### src/rtl/axi_lite_pkg.sv
// -----------------------------------------------------------------------------
// axi_lite_pkg
// Shared constants and FSM state types for the AXI4-Lite memory slave.
//   RESP_OKAY / RESP_SLVERR : response codes driven on bresp / rresp
//   wr_state_t              : write channel FSM states
//   rd_state_t              : read channel FSM states
// -----------------------------------------------------------------------------
package axi_lite_pkg;

  localparam logic [2:0] RESP_OKAY   = 3'b000;
  localparam logic [2:0] RESP_SLVERR = 3'b010;

  typedef enum logic {
    W_IDLE = 1'b0,
    W_RESP = 1'b1
  } wr_state_t;

  typedef enum logic {
    R_IDLE = 1'b0,
    R_DATA = 1'b1
  } rd_state_t;

endpackage

### src/rtl/axi_lite_regfile.sv
// -----------------------------------------------------------------------------
// axi_lite_regfile
// Word-organised storage behind the AXI4-Lite slave.
//   clk, rst_n : clock and asynchronous active-low clear (all words -> 0)
//   wr_en      : write strobe, wr_idx selects the word
//   wr_data    : write data, wr_be enables individual bytes
//   rd_en      : registered read; rd_data updates on the edge after rd_en
//   rd_data    : read data, held until the next rd_en
// -----------------------------------------------------------------------------
module axi_lite_regfile #(
  parameter int DATA_WIDTH = 32,
  parameter int DEPTH      = 8,
  parameter int IDX_WIDTH  = 3
) (
  input  logic                    clk,
  input  logic                    rst_n,
  input  logic                    wr_en,
  input  logic [IDX_WIDTH-1:0]    wr_idx,
  input  logic [DATA_WIDTH-1:0]   wr_data,
  input  logic [DATA_WIDTH/8-1:0] wr_be,
  input  logic                    rd_en,
  input  logic [IDX_WIDTH-1:0]    rd_idx,
  output logic [DATA_WIDTH-1:0]   rd_data
);

  localparam int NBYTES = DATA_WIDTH / 8;

  logic [DATA_WIDTH-1:0] mem [DEPTH];

  // Storage array with byte-granular writes. The caller guarantees wr_idx is
  // below DEPTH, so no range check is repeated here.
  always_ff @(posedge clk or negedge rst_n) begin
    if (!rst_n) begin
      for (int i = 0; i < DEPTH; i++) begin
        mem[i] <= '0;
      end
    end else if (wr_en) begin
      for (int b = 0; b < NBYTES; b++) begin
        if (wr_be[b]) begin
          mem[wr_idx][b*8 +: 8] <= wr_data[b*8 +: 8];
        end
      end
    end
  end

  // Registered read port. Because the array update is non-blocking, a read
  // and a write of the same word on one edge returns the old contents.
  always_ff @(posedge clk or negedge rst_n) begin
    if (!rst_n) begin
      rd_data <= '0;
    end else if (rd_en) begin
      rd_data <= mem[rd_idx];
    end
  end

endmodule

### src/rtl/axi_lite_mem_slave.sv
// -----------------------------------------------------------------------------
// axi_lite_mem_slave
// AXI4-Lite slave exposing DEPTH words of DATA_WIDTH-bit memory.
//   s0_axi_aclk / s0_axi_aresetn : clock, asynchronous active-low reset
//   AW, W, B channels             : write address, data (+wstrb), response
//   AR, R channels                : read address, read data + response
// Word index is addr[ADDR_WIDTH-1:2]; indices >= DEPTH answer SLVERR.
// Build option AXI_MEM_WSTRB_EN: when defined, wstrb selects individual
// bytes; when undefined, any nonzero wstrb writes the whole word.
// -----------------------------------------------------------------------------
module axi_lite_mem_slave
  import axi_lite_pkg::*;
#(
  parameter int DATA_WIDTH = 32,
  parameter int ADDR_WIDTH = 8,
  parameter int RESP_WIDTH = 3,
  parameter int DEPTH      = 8
) (
  input  logic                    s0_axi_aclk,
  input  logic                    s0_axi_aresetn,
  input  logic [ADDR_WIDTH-1:0]   s0_axi_awaddr,
  input  logic                    s0_axi_awvalid,
  output logic                    s0_axi_awready,
  input  logic [DATA_WIDTH-1:0]   s0_axi_wdata,
  input  logic [DATA_WIDTH/8-1:0] s0_axi_wstrb,
  input  logic                    s0_axi_wvalid,
  output logic                    s0_axi_wready,
  output logic [RESP_WIDTH-1:0]   s0_axi_bresp,
  output logic                    s0_axi_bvalid,
  input  logic                    s0_axi_bready,
  input  logic [ADDR_WIDTH-1:0]   s0_axi_araddr,
  input  logic                    s0_axi_arvalid,
  output logic                    s0_axi_arready,
  output logic [DATA_WIDTH-1:0]   s0_axi_rdata,
  output logic [RESP_WIDTH-1:0]   s0_axi_rresp,
  output logic                    s0_axi_rvalid,
  input  logic                    s0_axi_rready
);

  localparam int          STRB_WIDTH = DATA_WIDTH / 8;
  localparam int          WIDX_WIDTH = ADDR_WIDTH - 2;
  localparam int          IDX_WIDTH  = (DEPTH > 1) ? $clog2(DEPTH) : 1;
  localparam logic [31:0] DEPTH_U    = 32'(DEPTH);

  wr_state_t w_state, w_state_next;
  rd_state_t r_state, r_state_next;

  logic                  ready_en;
  logic                  aw_lat, w_lat;
  logic [WIDX_WIDTH-1:0] aw_idx_q;
  logic [DATA_WIDTH-1:0] w_data_q;
  logic [STRB_WIDTH-1:0] w_strb_q;
  logic [RESP_WIDTH-1:0] bresp_q, rresp_q;
  logic                  rd_err_q;

  logic                  aw_hs, w_hs, ar_hs, wr_fire;
  logic [WIDX_WIDTH-1:0] wr_word_idx, rd_word_idx;
  logic [DATA_WIDTH-1:0] wr_data;
  logic [STRB_WIDTH-1:0] wr_strb, wr_be;
  logic                  wr_in_range, rd_in_range;
  logic [DATA_WIDTH-1:0] rf_rdata;
  logic                  addr_lsbs_unused;

  // Byte offset bits carry no meaning for word-wide accesses.
  assign addr_lsbs_unused = ^{s0_axi_awaddr[1:0], s0_axi_araddr[1:0]};

  assign aw_hs = s0_axi_awvalid && s0_axi_awready;
  assign w_hs  = s0_axi_wvalid  && s0_axi_wready;
  assign ar_hs = s0_axi_arvalid && s0_axi_arready;

  // The write goes ahead on the edge where the second of AW/W arrives, so
  // take each field from its latch if it came earlier, else from the bus.
  assign wr_fire     = (w_state == W_IDLE) && (aw_lat || aw_hs) && (w_lat || w_hs);
  assign wr_word_idx = aw_lat ? aw_idx_q : s0_axi_awaddr[ADDR_WIDTH-1:2];
  assign wr_data     = w_lat  ? w_data_q : s0_axi_wdata;
  assign wr_strb     = w_lat  ? w_strb_q : s0_axi_wstrb;
  assign wr_in_range = 32'(wr_word_idx) < DEPTH_U;

  assign rd_word_idx = s0_axi_araddr[ADDR_WIDTH-1:2];
  assign rd_in_range = 32'(rd_word_idx) < DEPTH_U;

`ifdef AXI_MEM_WSTRB_EN
  assign wr_be = wr_strb;
`else
  assign wr_be = {STRB_WIDTH{|wr_strb}};
`endif

  // State register for both channel FSMs.
  always_ff @(posedge s0_axi_aclk or negedge s0_axi_aresetn) begin
    if (!s0_axi_aresetn) begin
      w_state <= W_IDLE;
      r_state <= R_IDLE;
    end else begin
      w_state <= w_state_next;
      r_state <= r_state_next;
    end
  end

  // Next-state logic: write waits for both halves then for bready, read
  // waits for the address then for rready.
  always_comb begin
    w_state_next = w_state;
    r_state_next = r_state;
    case (w_state)
      W_IDLE:  if (wr_fire)       w_state_next = W_RESP;
      W_RESP:  if (s0_axi_bready) w_state_next = W_IDLE;
      default: w_state_next = W_IDLE;
    endcase
    case (r_state)
      R_IDLE:  if (ar_hs)         r_state_next = R_DATA;
      R_DATA:  if (s0_axi_rready) r_state_next = R_IDLE;
      default: r_state_next = R_IDLE;
    endcase
  end

  // Handshake outputs. ready_en keeps the readies low while in reset and
  // lets them rise on the first edge after release.
  always_comb begin
    s0_axi_awready = ready_en && (w_state == W_IDLE) && !aw_lat;
    s0_axi_wready  = ready_en && (w_state == W_IDLE) && !w_lat;
    s0_axi_bvalid  = (w_state == W_RESP);
    s0_axi_arready = ready_en && (r_state == R_IDLE);
    s0_axi_rvalid  = (r_state == R_DATA);
  end

  // AW/W latches and write response. Each half is latched independently;
  // both are cleared on the edge the write is performed.
  always_ff @(posedge s0_axi_aclk or negedge s0_axi_aresetn) begin
    if (!s0_axi_aresetn) begin
      ready_en <= 1'b0;
      aw_lat   <= 1'b0;
      w_lat    <= 1'b0;
      aw_idx_q <= '0;
      w_data_q <= '0;
      w_strb_q <= '0;
      bresp_q  <= '0;
    end else begin
      ready_en <= 1'b1;
      if (wr_fire) begin
        aw_lat  <= 1'b0;
        w_lat   <= 1'b0;
        bresp_q <= wr_in_range ? RESP_WIDTH'(RESP_OKAY) : RESP_WIDTH'(RESP_SLVERR);
      end else begin
        if (aw_hs) begin
          aw_lat   <= 1'b1;
          aw_idx_q <= s0_axi_awaddr[ADDR_WIDTH-1:2];
        end
        if (w_hs) begin
          w_lat    <= 1'b1;
          w_data_q <= s0_axi_wdata;
          w_strb_q <= s0_axi_wstrb;
        end
      end
    end
  end

  // Read response. Out-of-range reads skip the array and force rdata to 0
  // through rd_err_q, which stays put until the next address is accepted.
  always_ff @(posedge s0_axi_aclk or negedge s0_axi_aresetn) begin
    if (!s0_axi_aresetn) begin
      rresp_q  <= '0;
      rd_err_q <= 1'b0;
    end else if (ar_hs) begin
      rresp_q  <= rd_in_range ? RESP_WIDTH'(RESP_OKAY) : RESP_WIDTH'(RESP_SLVERR);
      rd_err_q <= !rd_in_range;
    end
  end

  assign s0_axi_bresp = bresp_q;
  assign s0_axi_rresp = rresp_q;
  assign s0_axi_rdata = rd_err_q ? '0 : rf_rdata;

  axi_lite_regfile #(
    .DATA_WIDTH (DATA_WIDTH),
    .DEPTH      (DEPTH),
    .IDX_WIDTH  (IDX_WIDTH)
  ) u_regfile (
    .clk     (s0_axi_aclk),
    .rst_n   (s0_axi_aresetn),
    .wr_en   (wr_fire && wr_in_range),
    .wr_idx  (wr_word_idx[IDX_WIDTH-1:0]),
    .wr_data (wr_data),
    .wr_be   (wr_be),
    .rd_en   (ar_hs && rd_in_range),
    .rd_idx  (rd_word_idx[IDX_WIDTH-1:0]),
    .rd_data (rf_rdata)
  );

endmodule

### config.mk
export PLATFORM = sky130hd
export DESIGN_NAME = axi_lite_mem_slave
export DESIGN_NICKNAME = d
export VERILOG_FILES = /design/src/rtl/axi_lite_pkg.sv /design/src/rtl/axi_lite_regfile.sv /design/src/rtl/axi_lite_mem_slave.sv
export SDC_FILE = /design/constraint.sdc
export NUM_CORES = 1
export LEC_CHECK = 0
export CORE_MARGIN = 1.5
export CORE_UTILIZATION = 60
export CTS_CLUSTER_DIAMETER = 200
export DETAILED_ROUTE_END_ITERATION = 8
export GPL_TIMING_DRIVEN = 0
export PLACE_DENSITY = 0.81
export SYNTH_ARGS = -nofsm -noshare
export SYNTH_HDL_FRONTEND = slang
export SYNTH_SLANG_ARGS = --single-unit
### constraint.sdc
create_clock -name s0_axi_aclk -period 5.4 [get_ports s0_axi_aclk]
set_clock_uncertainty 0.05 [all_clocks]
set_input_delay 1.08 -clock s0_axi_aclk [delete_from_list [all_inputs] [get_ports s0_axi_aclk]]
set_output_delay 1.08 -clock s0_axi_aclk [all_outputs]
set_load 0.05 [all_outputs]
Word level (Yosys, flattened, before mapping):

Index checks and enable logic that the tools add are counted.

* logic and storage cells: 90
* register bits: 342
* input bits: 59
* memories kept: 0
* latch bits: 0
* RAM bits: 0
* memory bits (read-only): 0

* reduce and logical (&&, ||, !) cells: 22
* equality and inequality tests: 0
* shift operators: 0
* bitwise gates (word level): 5
* multipliers: 0
* muxes and demuxes: 38
* div/mod/pow operators: 0
* magnitude comparators: 5
* $add $sub $neg: 0

Operator list (count)
* $mux W256: 7
* $bwmux W256: 4
* $demux W32 S3: 4
* $mux W32: 5
* $bmux W32 S3: 1
* $mux W24: 1
* $mux W16: 1
* $logic_and A1 B1 Y1: 12
* $lt A6 B4 Y1 const B: 2
* $ge A4 B4 Y1 const B: 2
* $mux W1: 8
* $mux W8: 1
* $not A3 Y4: 2
* $mux W6: 1
* $lt A4 B1 Y1 const B: 1
* $mux W2: 2
* $mux W4: 1
* $pmux W1 S2: 2
* $reduce_and A2 Y1: 2
* $reduce_bool A2 Y1: 2
* $reduce_or A4 Y1: 1
* $logic_not A1 Y1: 3
* $not A1 Y1: 3
* $logic_or A1 B1 Y1: 2

Logic depth before layout (Yosys ltp):

Gate-level depths: netlist (run 1).

* depth after elaboration: 17
* depth in mapped cells: 7
* depth with buffers taken out: 4

Modules after synthesis:

A second synthesis (run 1) with hierarchy kept.

* cell total of the unflattened synthesis: 1140
* area total of the unflattened synthesis: 15715.1 µm²

By module, submodules not included
* axi_lite_regfile: instances 1, seq. area each 7206.9 µm², cells each 928, area an instance 12977.4 µm²
* axi_lite_mem_slave: instances 1, seq. area each 1226.2 µm², cells each 212, area an instance 2737.6 µm²

Worst setup path after synthesis (run 1):

OpenSTA, ideal clock, no wires.

* kind: in2reg
* from: in s0_axi_awaddr[7]
* to: reg u_regfile.mem[225] (netlist name)
* path slack: 2598 ps
* setup time: 125 ps
* stages: 5
* arrival time: 2627 ps
* path through: or4_4 > a211oi_2 > nand4_2 > buf_6 > mux2_4

* word-level cells in the longest chain between the ends: 3

RTL lines
* start: declaration: line axi_lite_mem_slave.sv:21 `input logic [ADDR_WIDTH-1:0] s0_axi_awaddr,`
* $mux W6: line axi_lite_mem_slave.sv:74 `assign wr_word_idx = aw_lat ? aw_idx_q : s0_axi_awaddr[ADDR_WIDTH-1:2];`
* $lt A6 B4 Y1: line axi_lite_mem_slave.sv:77 `assign wr_in_range = 32'(wr_word_idx) < DEPTH_U;`
* $logic_and A1 B1 Y1: line axi_lite_mem_slave.sv:180 `.wr_en (wr_fire && wr_in_range),`
* end signal: indexed assignment: line axi_lite_regfile.sv:40 `mem[wr_idx][b*8 +: 8] <= wr_data[b*8 +: 8];`
* end: declaration: line axi_lite_regfile.sv:28 `logic [DATA_WIDTH-1:0] mem [DEPTH];`

Every way passes these cells.
A chain may end at the register's enable or synchronous reset.

Final worst setup path (run 1):

* from: reg rd_err_q
* to: out s0_axi_rdata[29]

* word-level cells in the longest chain between the ends: 1

RTL lines
* start: declaration: line axi_lite_mem_slave.sv:54 `logic rd_err_q;`
* start signal: assignment: line axi_lite_mem_slave.sv:165 `rd_err_q <= !rd_in_range;`
* $mux W32: line axi_lite_mem_slave.sv:171 `assign s0_axi_rdata = rd_err_q ? '0 : rf_rdata;`
* end: declaration: line axi_lite_mem_slave.sv:34 `output logic [DATA_WIDTH-1:0] s0_axi_rdata,`

Every way passes these cells.

==> results of run 1 <==
## stage by stage
stage | instances | area, sq um
global placement | 1403 | 16570
finish | 1471 | 17810
CTS | 1471 | 17810
floorplan | 983 | 15260
global route | 1471 | 17810
detailed placement | 1405 | 16630
## layout by cell type (no fill, tap or decap), types with 33 or more instances in the layout
master,synthesis,final
mux2_2,93,93
clkbuf_16,0,39
o21ai_0,35,35
mux2_1,210,210
clkbuf_1,21,33
mux4_2,64,64
nand2_1,35,35
mux2i_1,35,35
dfrtp_1,337,337
clkdlybuf4s50_1,0,89
nor2b_1,33,33
## tightest hold or removal path, cell delays in order (launching register included)
cell     delay [ns]
dfrtp_1        0.33
nand2_1        0.05
o21ai_0        0.06
## kinds of logic (layout without fill, tap and decap cells)
| kind of cell | Yosys count | count (layout) |
|---|---|---|
| muxes | 432 | 432 |
| DFF | 337 | 337 |
| and+or+nand+nor | 92 | 92 |
| buffers and inverters | 71 | 229 |
| AOI/OAI and AO/OA | 46 | 46 |
| other | 2 | 5 |
## per-layer routing
metal	up-vias	GRT usage (%)	routed length, um
met5	-	0	0
met4	0	7.089	702
met3	61	6.010	1884
met2	228	43.43	16020
met1	4650	36.40	14360
li1	3863	-	-
## flip-flops by register name, indices dropped and copies added, names as in the netlist
| register | count |
|---|---|
| rd_err_q | 1 |
| u_regfile.mem | 256 |
| s0_axi_bvalid | 1 |
| aw_lat | 1 |
| w_strb_q | 4 |
| aw_idx_q | 6 |
| u_regfile.rd_data | 32 |
| ready_en | 1 |
| w_lat | 1 |
| s0_axi_rvalid | 1 |
| w_data_q | 32 |
| s0_axi_bresp | 1 |
## power breakdown
part | switching [mW] | internal, mW
clock network | 0.985 | 1.45
logic | 0.972 | 1.27
registers | 0.511 | 3.53
## cell type report
class                           instances  area (sq um)  share of cell area [%]
Timing Repair Buffer                   92         960.9                   5.394
Sequential cell                       337          8433                   47.34
Tap cell                              330         412.9                   2.318
Multi-Input combinational cell        575          6454                   36.23
Inverter                                4         15.01                 0.08429
Buffer                                 67         356.6                   2.002
Clock buffer                           60          1145                   6.427
Clock inverter                          6         36.28                  0.2037
## final timing paths
check,cells past startpoint,to,slack (ns)
max,3,s0_axi_rdata[29],1.72
min,2,u_regfile.rd_data[16],0.42
max reg2reg,7,u_regfile.mem[42],2.64
min reg2reg,2,u_regfile.rd_data[16],0.42
max in group asynchronous,2,u_regfile.rd_data[16],3.68
min in group asynchronous,1,w_strb_q[0],0.55
==> impl_metrics.ini, run 1 <==
[status]
status = finished, final reports clean

[logic_synthesis]
synthSimpleGateAreaFrac_pct = 3.356
synth_top_family_by_area = multiplexers
synth_area_leader_cell = dfrtp_1
ys_top_cells_by_count = dfrtp_1 (337), mux2_1 (210), mux2_2 (93)
seq_area_frac_synth_pct = 55.31
synth_enable_flop_cells = 0
netlist-cell-type-count = 34
synth.area.top_cells = dfrtp_1 (55%), mux2_1 (16%), mux4_2 (9.5%)
synth_compound_area_share_pct = 1.764
ys_ff_latch = 337
syn_area_sq_um = 15250
synth_mux_area_share_pct = 37.08
ys.flop_type = dfrtp_1
synth_fa_ha_area_share_pct = 0
syn_area_per_cell_sq_um = 15.56
synth_top_area_share_pct = 55.31
synthArstFlopShare_pct = 100.0
synthesis.instances = 980
synth_xor_area_share_pct = 0
yosysMostFrequentCell = dfrtp_1
yosysWarnings = 0

[final_layout]
diodes = 0
nFillCells = 1638
drive_gt1_share_pct = 25.85
area_growth_pct = 16.83
nets = 1173
utilization_pct = 71.15

[sta]
post-route-min-period_ns = 3.677
fin_hold_ws_ns = 0.4232
drv_slew = 0
worst_pin_slew_ns = 1.003
finalWorstSetupSlack_ns = 1.723
hold_viol_final = 0
slew_headroom_pct = 33.11
rsz0062_at_grt = no
fin_crit_sh_pct = 68.10
setup_viol = 0
fmax_mhz = 271.9
tns_ns = 0

[detailed_routing]
ant_nets = 0
vias_per_cell = 5.984
wirelength_um = 32970
vias = 8802
first_pass_iters = 4
post_drt_wl_per_cell_um = 22.41
drc = 0
drt_iter0_drc = 462

[worst_setup_path]
cp.required_ns = 4.27
crit_family = buffers and inverters
worst_setup_path_end_kind = output pin
cpMaxStageDelayCell = clkdlybuf4s50_1
setup.worst_path.class = reg -> out
crit_buf_inv = 2
crit_start = rd_err_q
crit_chain = clkbuf_1, nor2b_1, clkdlybuf4s50_1
slowest_delay_ns = 0.86
timing.rr.start = aw_lat
worstSetupStartpointType = flop
cp.arrival_ns = 2.55
critPathMaxFanout = 10

[floorplanning]
core_sq_um = 25040
rows = 58
ios = 102
initial_utilization_pct = 60.90
die_height_um = 162.4
die_w_um = 162.4
die_area_sq_um = 26380

[clocking]
clk_latency_ns = 0.53
h-tree-depth = 2
ctsResizeCount = 0
clkSinkCount = 337
cts_hold_buf = 0
postCtsSetupBuffers = 0
clk_pin_slew_ns = 0.06
clockRootBuffer = clkbuf_16
cts_made_buffers = 37
clockBufferDepth = 3
cts_tree = done

[job]
maxCapViolCount = 0

[global_routing]
grt-ovfl-total = 0
grt_max_degree = 122
grt_pass1_vias = 9575
track_usage_pct = 26.59
grt_first_pass_wirelength_um = 52960
antenna_found_initial = 0

[power_and_ir_drop]
p_leak_nw = 8.511
ir_worst_vdd_v = 0.0002904
powerDensity_nw_per_um2 = 489.5
finalPower_mw = 8.719

[placed_design]
io_buffer_count = 90
pre_cts_slack_ns = 1.638
hpwl_um = 20730
gp_congestion = 0.7360

[hold_path]
hp-class = reg -> reg
hold_start = u_regfile.rd_data[16]
(Power assumes the default switching activity.)
==> inputs of run 2 (changes only) <==
Settings changed: CORE_UTILIZATION 60 to 59, PLACE_DENSITY 0.81 to 0.8.
Clock period 5.4 ns to 3.5 ns, I/O delays scaled along.
==> impl_metrics.ini, run 2 (synthesis results as in run 1) <==
[final_layout]
regMostFlops = u_regfile.mem
largest_register_ffs = 256
area_growth_pct = 17.10
drive_gt1_share_pct = 26.16
top_regs = u_regfile.mem x256, u_regfile.rd_data x32, w_data_q x32
diodes = 0
nets = 1172
multi_input_area_sq_um = 6454
seq_area_sq_um = 8433
nFillCells = 1710
mostFrequentLayoutCells = dfrtp_1 (337), mux2_1 (210), mux2_2 (93), clkdlybuf4s50_1 (89), mux4_2 (64)
layout_commonest_cell = dfrtp_1

[worst_setup_path]
regToRegSetupSlack_ns = 0.74
timing.rr.start = aw_lat
cp.arrival_ns = 2.54
worst_setup_path_end_kind = output pin
cp.required_ns = 2.75
crit_start = rd_err_q
setup.worst_path.class = reg -> out
critPathMaxFanout = 10
worstSetupStartpointType = flop

[global_routing]
grt_first_pass_wirelength_um = 53210
grt_max_degree = 119
antenna_found_initial = 0
track_usage_pct = 26.46
grt_pass1_vias = 9463
grt-ovfl-total = 0

[clocking]
clk_latency_ns = 0.52
h-tree-depth = 2
cts_tree = done
clockBufferDepth = 3
ctsResizeCount = 0
clkSinkCount = 337
postCtsSetupBuffers = 0
cts_made_buffers = 36
clk_pin_slew_ns = 0.06
clockRootBuffer = clkbuf_16
cts_hold_buf = 0

[floorplanning]
die_w_um = 163.8
core_sq_um = 25250
initial_utilization_pct = 60.37
die_height_um = 163.8
ios = 102
die_area_sq_um = 26820
rows = 58

[detailed_routing]
drt_iter0_drc = 518
vias_per_cell = 5.959
drc = 0
vias = 8754
ant_nets = 0
wirelength_um = 33020
post_drt_wl_per_cell_um = 22.48
first_pass_iters = 4

[power_and_ir_drop]
powerDensity_nw_per_um2 = 761.4
p_leak_nw = 8.526
ir_worst_vdd_v = 0.0006289

[sta]
finalWorstSetupSlack_ns = 0.2055
rsz0062_at_grt = no
tns_ns = 0
setup_viol = 0
hold_viol_final = 0
slew_headroom_pct = 33.02
post-route-min-period_ns = 3.295
worst_pin_slew_ns = 1.005
drv_slew = 0
fmax_mhz = 303.5
fin_crit_sh_pct = 94.13

[hold_path]
hp-class = in -> async

[status]
status = finished, final reports clean

[placed_design]
io_buffer_count = 90
pre_cts_slack_ns = 0.1688
hpwl_um = 20840
gp_congestion = 0.7482

[job]
maxCapViolCount = 0
run 2: changes by cell type in the layout (fill, tap and decap cells not counted), sizes merged:
| cell | change |
|---|---|
| clkbuf | -6 |
| inv | -1 |
| bufinv | +3 |
| clkinvlp | +2 |
run 2: metrics by stage:
| step | total power [mW] | util (%) | hold slack (ns) | area (sq um) | cells |
|---|---|---|---|---|---|
| 6_report | 13.59 | 70.70 | 0.1547 | 17850 | 1469 |
| 5_1_grt | 14.34 | 70.70 | 0.2251 | 17850 | 1469 |
| 4_1_cts | 13.69 | 70.70 | 0.2116 | 17850 | 1469 |
| 3_5_place_dp | 9.730 | 65.86 | 0.4126 | 16630 | 1405 |
| 3_3_place_gp | 9.507 | 65.62 | 0.4031 | 16570 | 1403 |
| 2_1_floorplan | 8.679 | - | 0.3544 | 15260 | 983 |
run 2: worst max-delay path, cell delays in order, from the launching register on:
cell and delay (ns):
dfrtp_1 0.47, clkbuf_1 0.33, nor2b_1 0.36, clkdlybuf4s50_1 0.87
run 2: worst paths after layout:
kind / endpoint / cells after the start
max reg2reg: u_regfile.mem[38] / 7
max: s0_axi_rdata[30] / 3
min reg2reg: u_regfile.rd_data[5] / 2
min: u_regfile.mem[163] / 1
min in group s0_axi_aclk: u_regfile.rd_data[5] / 2
max in group asynchronous: u_regfile.mem[47] / 3
run 2: power breakdown:
part           switching [mW]  internal (mW)  total (mW)
registers               0.788           5.44        6.23
logic                    1.51           1.96        3.47
clock network            1.52           2.37        3.89
run 2: area by class of cell:
class	instances	share of cell area, %
Clock inverter	10	0.7428
Buffer	67	1.997
Multi-Input combinational cell	575	36.15
Inverter	4	0.08409
Clock buffer	54	6.104
Sequential cell	337	47.23
Timing Repair Buffer	92	5.382
Tap cell	330	2.313
run 2: routing by layer:
metal	track usage, %	share of wire [%]	vias to the layer above
met5	0	0	-
met4	8.264	2.8	0
met3	6.061	6.3	70
met2	41.70	48	225
met1	36.89	43	4588
li1	-	-	3871
